[src/rtl/ifetch_bp.sv]
// ifetch_bp: instruction-fetch unit with a 2-bit branch history table and a
// decoupling instruction queue between the I-cache and decode/issue.
//
// Each cycle in REQ it requests one instruction at pc_q, pre-decodes the
// returned word (JAL / BRANCH / JALR) to pick the next PC and pushes
// {pc, inst, pred_taken} into a circular queue. Fetch pauses while the
// queue is full (HOLD) or while a JALR target is unresolved (JSTALL).
//
// Optional feature macro: IFETCH_BP_EN
//   defined   : BRANCH prediction from a 2^BHT_IDX_W x 2-bit counter table,
//               trained by ROB commits on bp_upd_*.
//   undefined : no table; BRANCH is always predicted not-taken and the
//               bp_upd_* inputs are ignored. JAL still redirects.
//
// Ports:
//   clk, rst            clock; synchronous active-high reset
//   rdy                 global enable, low freezes all state
//   ic_req/ic_addr      fetch request and address to the I-cache
//   ic_abort            drop outstanding request (mirrors flush)
//   ic_valid/ic_inst    one-cycle response strobe and instruction word
//   flush/flush_pc      redirect from the ROB
//   bp_upd_*            committed conditional branch outcome
//   jalr_done/target    resolved JALR target
//   iq_*                queue head (valid/ready handshake) and occupancy
module ifetch_bp #(
  parameter int          BHT_IDX_W    = 7,
  parameter int          IQ_DEPTH_LOG = 2,
  parameter logic [31:0] RESET_PC     = 32'h0
) (
  input  logic                    clk,
  input  logic                    rst,
  input  logic                    rdy,
  output logic                    ic_req,
  output logic [31:0]             ic_addr,
  output logic                    ic_abort,
  input  logic                    ic_valid,
  input  logic [31:0]             ic_inst,
  input  logic                    flush,
  input  logic [31:0]             flush_pc,
  input  logic                    bp_upd_valid,
  input  logic [31:0]             bp_upd_pc,
  input  logic                    bp_upd_taken,
  input  logic                    jalr_done,
  input  logic [31:0]             jalr_target,
  output logic                    iq_valid,
  input  logic                    iq_ready,
  output logic [31:0]             iq_pc,
  output logic [31:0]             iq_inst,
  output logic                    iq_pred_taken,
  output logic [IQ_DEPTH_LOG:0]   iq_count
);

  localparam int DEPTH = 1 << IQ_DEPTH_LOG;
  localparam int CW    = IQ_DEPTH_LOG + 1;

  localparam logic [6:0] OP_JAL  = 7'b1101111;
  localparam logic [6:0] OP_JALR = 7'b1100111;
  localparam logic [6:0] OP_BR   = 7'b1100011;

  typedef enum logic [1:0] {S_REQ, S_HOLD, S_JSTALL} state_t;

  state_t                  state_q, state_d;
  logic [31:0]             pc_q, pc_d;
  logic [IQ_DEPTH_LOG-1:0] wr_ptr_q, wr_ptr_d, rd_ptr_q, rd_ptr_d;
  logic [CW-1:0]           count_q, count_d, count_nxt;
  logic [31:0]             q_pc_q   [DEPTH];
  logic [31:0]             q_pc_d   [DEPTH];
  logic [31:0]             q_inst_q [DEPTH];
  logic [31:0]             q_inst_d [DEPTH];
  logic                    q_pred_q [DEPTH];
  logic                    q_pred_d [DEPTH];

  logic        push, pop;
  logic        bht_pred;
  logic        pred;
  logic [31:0] next_pc;
  logic [31:0] j_imm, b_imm;

  // ---------------------------------------------------------------------
  // Branch history table
  // ---------------------------------------------------------------------
`ifdef IFETCH_BP_EN
  localparam int BHT_N = 1 << BHT_IDX_W;

  logic [1:0]           bht_q [BHT_N];
  logic [1:0]           bht_d [BHT_N];
  logic [BHT_IDX_W-1:0] upd_idx;
  logic                 unused_upd_bits;

  assign upd_idx         = bp_upd_pc[BHT_IDX_W+1:2];
  assign unused_upd_bits = ^{bp_upd_pc[31:BHT_IDX_W+2], bp_upd_pc[1:0]};
  // Read uses the registered table, so a same-cycle update at the same
  // index is not seen by this cycle's prediction.
  assign bht_pred        = bht_q[pc_q[BHT_IDX_W+1:2]][1];

  always_comb begin
    bht_d = bht_q;
    if (rdy && bp_upd_valid) begin
      if (bp_upd_taken && bht_q[upd_idx] != 2'b11)
        bht_d[upd_idx] = bht_q[upd_idx] + 2'b01;
      else if (!bp_upd_taken && bht_q[upd_idx] != 2'b00)
        bht_d[upd_idx] = bht_q[upd_idx] - 2'b01;
    end
  end

  always_ff @(posedge clk) begin
    if (rst) begin
      for (int i = 0; i < BHT_N; i++) bht_q[i] <= 2'b01;
    end else begin
      bht_q <= bht_d;
    end
  end
`else
  logic unused_upd_bits;
  assign unused_upd_bits = ^{bp_upd_valid, bp_upd_pc, bp_upd_taken};
  assign bht_pred        = 1'b0;
`endif

  // ---------------------------------------------------------------------
  // Pre-decode of the returning instruction
  // ---------------------------------------------------------------------
  assign j_imm = {{11{ic_inst[31]}}, ic_inst[31], ic_inst[19:12], ic_inst[20],
                  ic_inst[30:21], 1'b0};
  assign b_imm = {{19{ic_inst[31]}}, ic_inst[31], ic_inst[7], ic_inst[30:25],
                  ic_inst[11:8], 1'b0};

  always_comb begin
    pred    = 1'b0;
    next_pc = pc_q + 32'd4;
    case (ic_inst[6:0])
      OP_JAL: begin
        pred    = 1'b1;
        next_pc = pc_q + j_imm;
      end
      OP_BR: begin
        pred = bht_pred;
        if (bht_pred) next_pc = pc_q + b_imm;
      end
      default: ;
    endcase
  end

  // ---------------------------------------------------------------------
  // Fetch FSM and queue control
  // ---------------------------------------------------------------------
  assign push      = rdy && !flush && (state_q == S_REQ) && ic_valid;
  assign pop       = rdy && !flush && iq_valid && iq_ready;
  assign count_nxt = count_q + CW'(push) - CW'(pop);

  always_comb begin
    state_d  = state_q;
    pc_d     = pc_q;
    wr_ptr_d = wr_ptr_q;
    rd_ptr_d = rd_ptr_q;
    count_d  = count_q;
    q_pc_d   = q_pc_q;
    q_inst_d = q_inst_q;
    q_pred_d = q_pred_q;
    if (rdy) begin
      if (flush) begin
        state_d  = S_REQ;
        pc_d     = flush_pc;
        wr_ptr_d = '0;
        rd_ptr_d = '0;
        count_d  = '0;
      end else begin
        count_d = count_nxt;
        if (push) begin
          q_pc_d[wr_ptr_q]   = pc_q;
          q_inst_d[wr_ptr_q] = ic_inst;
          q_pred_d[wr_ptr_q] = pred;
          wr_ptr_d           = wr_ptr_q + 1'b1;
        end
        if (pop) rd_ptr_d = rd_ptr_q + 1'b1;
        case (state_q)
          S_REQ: begin
            if (push) begin
              pc_d = next_pc;
              if (ic_inst[6:0] == OP_JALR)       state_d = S_JSTALL;
              else if (count_nxt == CW'(DEPTH))  state_d = S_HOLD;
            end
          end
          S_HOLD: begin
            if (count_nxt < CW'(DEPTH)) state_d = S_REQ;
          end
          S_JSTALL: begin
            // A JALR that filled the queue must not resume straight into
            // REQ, or the next response would overflow it.
            if (jalr_done) begin
              pc_d    = jalr_target;
              state_d = (count_nxt == CW'(DEPTH)) ? S_HOLD : S_REQ;
            end
          end
          default: state_d = S_REQ;
        endcase
      end
    end
  end

  always_ff @(posedge clk) begin
    if (rst) begin
      state_q  <= S_REQ;
      pc_q     <= RESET_PC;
      wr_ptr_q <= '0;
      rd_ptr_q <= '0;
      count_q  <= '0;
      for (int i = 0; i < DEPTH; i++) begin
        q_pc_q[i]   <= '0;
        q_inst_q[i] <= '0;
        q_pred_q[i] <= 1'b0;
      end
    end else begin
      state_q  <= state_d;
      pc_q     <= pc_d;
      wr_ptr_q <= wr_ptr_d;
      rd_ptr_q <= rd_ptr_d;
      count_q  <= count_d;
      q_pc_q   <= q_pc_d;
      q_inst_q <= q_inst_d;
      q_pred_q <= q_pred_d;
    end
  end

  // ---------------------------------------------------------------------
  // Outputs
  // ---------------------------------------------------------------------
  assign ic_req        = (state_q == S_REQ);
  assign ic_addr       = pc_q;
  assign ic_abort      = flush;
  assign iq_valid      = (count_q != '0);
  assign iq_pc         = q_pc_q[rd_ptr_q];
  assign iq_inst       = q_inst_q[rd_ptr_q];
  assign iq_pred_taken = iq_valid & q_pred_q[rd_ptr_q];
  assign iq_count      = count_q;

endmodule

[config.mk]
export PLATFORM = sky130hd
export DESIGN_NAME = ifetch_bp
export DESIGN_NICKNAME = d
export VERILOG_FILES = /design/src/rtl/ifetch_bp.sv
export SDC_FILE = /design/constraint.sdc
export NUM_CORES = 1
export LEC_CHECK = 0
export BUFFER_PORTS_ARGS = -buffer_cell sky130_fd_sc_hd__buf_4
export CELL_PAD_IN_SITES_DETAIL_PLACEMENT = 1
export CELL_PAD_IN_SITES_GLOBAL_PLACEMENT = 1
export CORE_MARGIN = 2
export CORE_UTILIZATION = 34
export CTS_CLUSTER_SIZE = 20
export DETAILED_ROUTE_END_ITERATION = 6
export PLACE_DENSITY = 0.78
export SLEW_MARGIN = 20
export SYNTH_ARGS = -nofsm -noshare
export SYNTH_HDL_FRONTEND = slang
export SYNTH_SLANG_ARGS = --single-unit
[constraint.sdc]
create_clock -name clk -period 3.4 [get_ports clk]
set_input_delay 0.68 -clock clk [delete_from_list [all_inputs] [get_ports clk]]
set_output_delay 0.68 -clock clk [all_outputs]
set_load 0.02 [all_outputs]
==> results of run 1 <==
[per-layer routing]
metal,GRT usage,share of wire,wire (µm),vias up
li1,-,-,-,6852
met1,0.3226,0.44,25990,7447
met2,0.4101,0.47,27510,406
met3,0.03103,0.050,2908,117
met4,0.09635,0.039,2271,2
met5,0,0.00020,12,-
[how the worst max path moves through the flow]
stage / start / endpoint / slack (ps) / cells after the start
after floorplan: jalr_done / state_q[0] / 70 / 14
after global placement: jalr_done / state_q[0] / 7 / 15
after detailed placement: jalr_done / state_q[0] / -20 / 15
after CTS: iq_count[1] / state_q[0] / 230 / 12
after global routing: iq_count[1] / state_q[0] / 110 / 12
final: state_q[1] / state_q[0] / 320 / 14
[power by group]
part / total, W / internal (W) / switching [W]
clock: 0.00392 / 0.00237 / 0.00155
combinational: 0.00115 / 0.000437 / 0.000712
sequential: 0.00364 / 0.00359 / 0.0000553
[kinds of logic after synthesis]
logic type,share of synthesized area
and+or+nand+nor,0.2043
AOI/OAI and AO/OA,0.1907
DFF,0.3907
buffers and inverters,0.05939
muxes,0.09622
xor gates and xnor gates,0.02612
adders and majority gates,0.03261
[worst min-delay path, delay by kind of cell]
family                 cells  cell delay [ps]
and+or+nand+nor            1               50
buffers and inverters      1              120
AOI/OAI and AO/OA          1               50
[per-stage QoR]
step           utilization  power [W]  setup slack [ps]  instance area (µm²)  hold slack, ps
5_1_grt             0.4186   0.009001             111.5                18870           431.7
3_5_place_dp        0.3917   0.004852            -23.79                17660           446.3
3_3_place_gp        0.3917   0.004825             7.143                17660           438.3
6_report            0.4186   0.008711             316.9                18870           428.8
4_1_cts             0.4184   0.008757             230.4                18860           412.8
2_1_floorplan            -   0.004388             67.55                15420           433.1
[Yosys cell counts (all sizes together), types with 3 or more instances]
| cell type | number | area [µm²] |
|---|---|---|
| o211ai | 15 | 112.6 |
| nor2b | 5 | 31.28 |
| a21boi | 5 | 45.04 |
| clkbuf | 76 | 296.5 |
| o21bai | 4 | 33.78 |
| a21oi | 336 | 1685 |
| a211o | 4 | 36.29 |
| a31oi | 8 | 65.06 |
| o31ai | 3 | 36.28 |
| xor2 | 25 | 219.0 |
| o21ai | 61 | 316.6 |
| nor3 | 27 | 140.1 |
| nand4 | 9 | 56.30 |
| inv | 23 | 86.33 |
| or3 | 6 | 37.54 |
| nand2 | 589 | 2213 |
| mux4 | 65 | 1464 |
| a221oi | 3 | 32.53 |
| a22oi | 4 | 30.03 |
| and3 | 16 | 110.1 |
| o41ai | 5 | 77.58 |
| dfxtp | 301 | 6026 |
| xnor2 | 21 | 183.9 |
| buf | 84 | 457.9 |
| a211oi | 18 | 145.1 |
| o22ai | 4 | 25.02 |
| a21o | 15 | 117.6 |
| ha | 37 | 462.9 |
| nand2b | 3 | 18.77 |
| and2 | 5 | 36.29 |
| and4 | 7 | 66.31 |
| o21a | 4 | 30.03 |
| nand3 | 24 | 135.1 |
| nor2 | 53 | 206.5 |
[flip-flops by register name, summed over array words and instances, names as in the netlist]
register  count
iq_count      3
wr_ptr_q      2
q_pred_q      4
q_inst_q    128
state_q       2
ic_addr      32
rd_ptr_q      2
q_pc_q      128
[area by class of cell]
type	count	area [µm²]	area share
Inverter	23	86.33	0.004575
Timing Repair Buffer	281	2291	0.1214
Multi-Input combinational cell	1413	8509	0.4509
Tap cell	600	750.7	0.03978
Clock inverter	9	106.4	0.005635
Clock buffer	55	1095	0.05801
Sequential cell	301	6031	0.3196
Antenna cell	1	2.502	0.0001326
==> metrics.md, run 1 <==
| Metric | Value |
|---|---|
| Distinct cells, synth | 84 |
| Final Skew | 16.27 ps |
| Post-synthesis cell area | 15420 µm² |
| Reg-to-Reg End | state_q[0] |
| Height of the die | 217.0 µm |
| Routed wire length per instance | 21.88 µm |
| Worst reg2reg startpoint | state_q[1] |
| Final setup fails | 0 |
| Grt ovf | 0 |
| Placed insts | ~2600 |
| Most frequent cells in the layout | nand2_1 (584), a21oi_1 (335), dfxtp_1 (299) |
| CP arrival | 3540 ps |
| Placement Rows | 78 |
| Initial antenna violation count | 2 |
| Hold Path Class | in2reg |
| FF-to-FF setup slack | 320 ps |
| Final nets | 2232 |
| Worst vdd ir | 274.2 µV |
| Yosys warns | 0 |
| Drt pass-1 iters | 5 |
| Post-synthesis sequential area ratio | 0.3907 |
| Sink Count | 301 |
| Crit-path max FO | 3 |
| Mapped Cells | 1900 |
| Slew margin rel. | 0.4551 |
| Setup TNS | 0 ps |
| First-pass GRT wire length | 90710 µm |
| EDFF count, synth | 0 |
| Worst Hold Path EP | q_inst_q[106] |
| ANT nets after route | 0 |
| Syn nets | 2076 |
| Startpoint Class | flip-flop |
| Layout cells sized above 1 | 0.2166 |
| Root Buffer | clkbuf_16 |
| Port bufs | 205 |
| DP HPWL | approximately 40000 µm |
| Hold Path Origin | ic_inst[10] |
| Critical Path Sink Type | flip-flop |
| Leakage | 6.949 nW |
| Layout overhead on the synthesized area | 22.37% |
| Total wire length | 58690 µm |
| Worst Path Buf+Inv | 3 |
| Via density | 5.525 |
| Syn Area/Cell | 8.117 µm² |
| Clk pin slew, worst setup/hold paths | 60 ps |
| Clock insertion delay at the later pin of the skew report | 540 ps |
| RSZ-0062 raised after global routing | false |
| Kind of cell adding the most delay to the critical path | adder cells |
| Slowest cell on crit path | or4_1 |
| #FFs+latches synth | around 300 |
| DIE AREA | 47080 µm² |
| CORE AREA | 45090 µm² |
| Pins Over Slew Limit | 0 |
| Initial core utilization | 0.3420 |
| Post-route insts no fill | 2683 |
| Hold Violations, Final | 0 |
| DRC viols | 0 |
| CTS H-tree lvls | 2 |
| Hold path depth | 3 |
| Status | finished clean |
| # resized after CTS | 0 |
| Maxcap violations | 0 |
| Width of the die | 217.0 µm |
| Critical path cell sequence | mux2i_1 -> a21oi_2 -> o21ai_2 -> nor2_2 -> inv_1 -> ha_1 -> inv_1 -> ha_1 -> inv_1 -> fa_1 -> xor2_1 -> xnor2_1 -> or4_1 -> a21oi_1 |
| Crit share post-route | 0.9068 |
| # IOs | 240 |
| Fmax achieved | 324.3 MHz |
| Total GRT Usage | 0.2455 |
| Iter 0 DRT Violations | approximately 1000 |
| CTS tree | yes |
| Worst-Margin Slew | 815.8 ps |
| Vias in the first global route | 15810 |
| Final GP Congestion | ~0.93 |
| Most common cell after layout, fill and taps aside | nand2_1 |
| Postcts setup bufs | 0 |
| Fraction of registers with async set/reset | 0 |
| Primary FF master, synth | dfxtp_1 |
| CTS Buf Count | 36 |
| Via count | 14820 |
| Crit path time final | 3083 ps |
| Hold buffers post-CTS | 0 |
| Clock Path Buffers | 3 |
| Filler cells | 5421 |
| CP dominant cell by count | inv_1 |
| Critical path class | reg2reg |
| Critical Path RT | 3850 ps |
| Largest net degree at the start of global routing | 140 |
| Critical Path Max Stage Delay | around 510 ps |
| Reg2reg path depth | 14 |
| Cell Pwr Density | 461.6 nW/µm² |
Power figures use the tool's default switching activity.
==> run 2, diff against run 1 <==
--- a/config.mk
+++ b/config.mk
@@ -5,6 +5,7 @@
 export SDC_FILE = /design/constraint.sdc
 export NUM_CORES = 1
 export LEC_CHECK = 0
+export ABC_AREA = 1
 export BUFFER_PORTS_ARGS = -buffer_cell sky130_fd_sc_hd__buf_4
 export CELL_PAD_IN_SITES_DETAIL_PLACEMENT = 1
 export CELL_PAD_IN_SITES_GLOBAL_PLACEMENT = 1
@@ -12,7 +13,7 @@
 export CORE_UTILIZATION = 34
 export CTS_CLUSTER_SIZE = 20
 export DETAILED_ROUTE_END_ITERATION = 6
-export PLACE_DENSITY = 0.78
+export PLACE_DENSITY = 0.81
 export SLEW_MARGIN = 20
 export SYNTH_ARGS = -nofsm -noshare
 export SYNTH_HDL_FRONTEND = slang
==> metrics.md, run 2 <==
| Metric | Value |
|---|---|
| Status | finished clean |
| RSZ-0062 raised after global routing | false |
| Detailed-routed wire length on met2 | about 30000 µm |
| # IOs | 240 |
| Leakage | 8.230 nW |
| Clk pin slew, worst setup/hold paths | 60 ps |
| Post-synthesis sequential area ratio | 0.3800 |
| Primary FF master, synth | dfxtp_1 |
| Layout cells sized above 1 | 0.1351 |
| Most common cell after layout, fill and taps aside | nor2_1 |
| Crit path time final | 3034 ps |
| Post-synthesis cell area | 15860 µm² |
| Via density | 5.490 |
| CP arrival | 2350 ps |
| WL met1 | 27790 µm |
| EDFF count, synth | 0 |
| Grt ovf | 0 |
| DRC viols | 0 |
| Mapped Cells | 2390 |
| Hold buffers post-CTS | 0 |
| Distinct cells, synth | 50 |
| Metal3 WL | roughly 3700 µm |
| Most frequent cells in the layout | nor2_1 (451), o21ai_0 (422), nand2_1 (345) |
| Syn nets | 2566 |
| Pins Over Slew Limit | 0 |
| Height of the die | approximately 220 µm |
| CTS Buf Count | 36 |
| Cell Pwr Density | 479.4 nW/µm² |
| Hold Path Class | in2reg |
| # resized after CTS | 0 |
| Worst-Margin Slew | 673.5 ps |
| Hold WS | 424.1 ps |
| Worst vdd ir | 333.3 µV |
| Drt pass-1 iters | 5 |
| Final nets | 2700 |
| Placement Rows | 79 |
| Pre-CTS WS | 306.2 ps |
| Setup TNS | 0 ps |
| Filler cells | 5947 |
| Fraction of registers with async set/reset | 0 |
| Sink Count | roughly 300 |
| DIE AREA | 48390 µm² |
| Final setup margin | about 370 ps |
| Total wire length | 63930 µm |
| Clock Path Buffers | 3 |
| Yosys top cell area share | 0.3800 |
| Top layer in use | met4 |
| Slew margin rel. | 0.5510 |
| ANT nets after route | 0 |
| CTS H-tree lvls | 2 |
| Crit share post-route | 0.8923 |
| Post-Route Utilization | 0.4121 |
| N_diodes | 0 |
| #FFs+latches synth | 301 |
| Critical Path RT | 2720 ps |
| Clock insertion delay at the later pin of the skew report | around 560 ps |
| First-pass GRT wire length | 97900 µm |
| Layout overhead on the synthesized area | 20.21% |
| Top post-synthesis cells by area | dfxtp_1 (38%), o21ai_0 (13%), nor2_1 (11%), nand2_1 (8.2%), a21oi_1 (6.9%) |
| Postcts setup bufs | 0 |
| Routed wire length per instance | 20.28 µm |
| Total GRT Usage | 0.2586 |
| Maxcap violations | 0 |
| Post-synth top area cell | dfxtp_1 |
| Via count | 17310 |
| Largest net degree at the start of global routing | 94 |
| DP HPWL | 44970 µm |
| Port bufs | slightly above 200 |
| CTS tree | yes |
| Hold Violations, Final | 0 |
| Initial antenna violation count | 0 |
| Initial core utilization | 0.3428 |
| Final Skew | about 24 ps |
| Synth cell count leaders | nor2_1 (451), o21ai_0 (422), nand2_1 (345), dfxtp_1 (301), a21oi_1 (220) |
| Critical Path Sink Type | output port |
| Critical path class | reg2out |
| Final GP Congestion | between 0.9 and 1 |
| Top-count cell post-synth | nor2_1 |
| Syn Area/Cell | 6.636 µm² |
| Crit-path max FO | just over 40 |
| Iter 0 DRT Violations | 1115 |
| Final setup fails | 0 |
| Fmax achieved | 329.6 MHz |
| CORE AREA | 46260 µm² |
| Root Buffer | clkbuf_16 |
| Startpoint Class | flip-flop |
| Width of the die | 220.0 µm |
| Yosys warns | 0 |
| Vias in the first global route | between 15000 and 20000 |
==> run 2: final cells by class <==
type | count | area (µm²) | share of cell area
Multi-Input combinational cell | 1759 | 8499 | 0.4459
Sequential cell | 301 | 6031 | 0.3164
Tap cell | 607 | 759.5 | 0.03984
Clock inverter | 10 | 120.1 | 0.006301
Clock buffer | 50 | 1026 | 0.05382
Timing Repair Buffer | 249 | 1957 | 0.1027
Inverter | 177 | 670.6 | 0.03518
==> run 2: critical path, stage by stage (launching register included) <==
cell	delay (ps)
dfxtp_4	570
buf_4	480
o21ai_0	150
o22ai_1	350
buf_4	220
==> run 2: worst paths after layout <==
kind	from	to	slack [ps]	cells after the start
hold / removal	ic_inst[7]	q_inst_q[7]	420	3
setup reg to reg	iq_count[1]	state_q[0]	500	16
hold reg to reg	q_pred_q[2]	q_pred_q[2]	460	2
setup / recovery	rd_ptr_q[0]	iq_pc[5]	370	4
==> run 2: where the power goes <==
| group | internal, W | total [W] | switching, W | leakage, nW |
|---|---|---|---|---|
| clock network | 0.00226 | 0.00383 | 0.00157 | 0.556 |
| registers | 0.00361 | 0.00372 | 0.000108 | 2.44 |
| logic | 0.000550 | 0.00159 | 0.00104 | 5.24 |
| total | 0.00642 | 0.00914 | 0.00272 | 8.23 |
==> run 2: metal layers <==
layer | up-vias | track usage
met3 | 128 | 0.03782
met4 | 0 | 0.1038
met1 | 8437 | 0.3292
met5 | - | 0
met2 | 508 | 0.4377
li1 | 8238 | -
==> run 2: kinds of logic (layout without fill, tap and decap cells) <==
group | count (synthesis) | in the layout | synth area share
AOI/OAI and AO/OA | 766 | 766 | 0.2540
xor gates and xnor gates | 17 | 17 | 0.009389
adders and majority gates | 39 | 39 | 0.03172
and+or+nand+nor | 937 | 937 | 0.2409
buffers and inverters | 330 | 486 | 0.08410
DFF | 301 | 301 | 0.3800
==> run 2: stage by stage <==
stage	std cells	total power, W	instance area (µm²)
4_1_cts	3153	0.009194	19060
3_5_place_dp	3093	0.005371	17920
6_report	3153	0.009139	19060
2_1_floorplan	2390	0.004666	15860
5_1_grt	3153	0.009491	19060
3_3_place_gp	3093	0.005320	17920
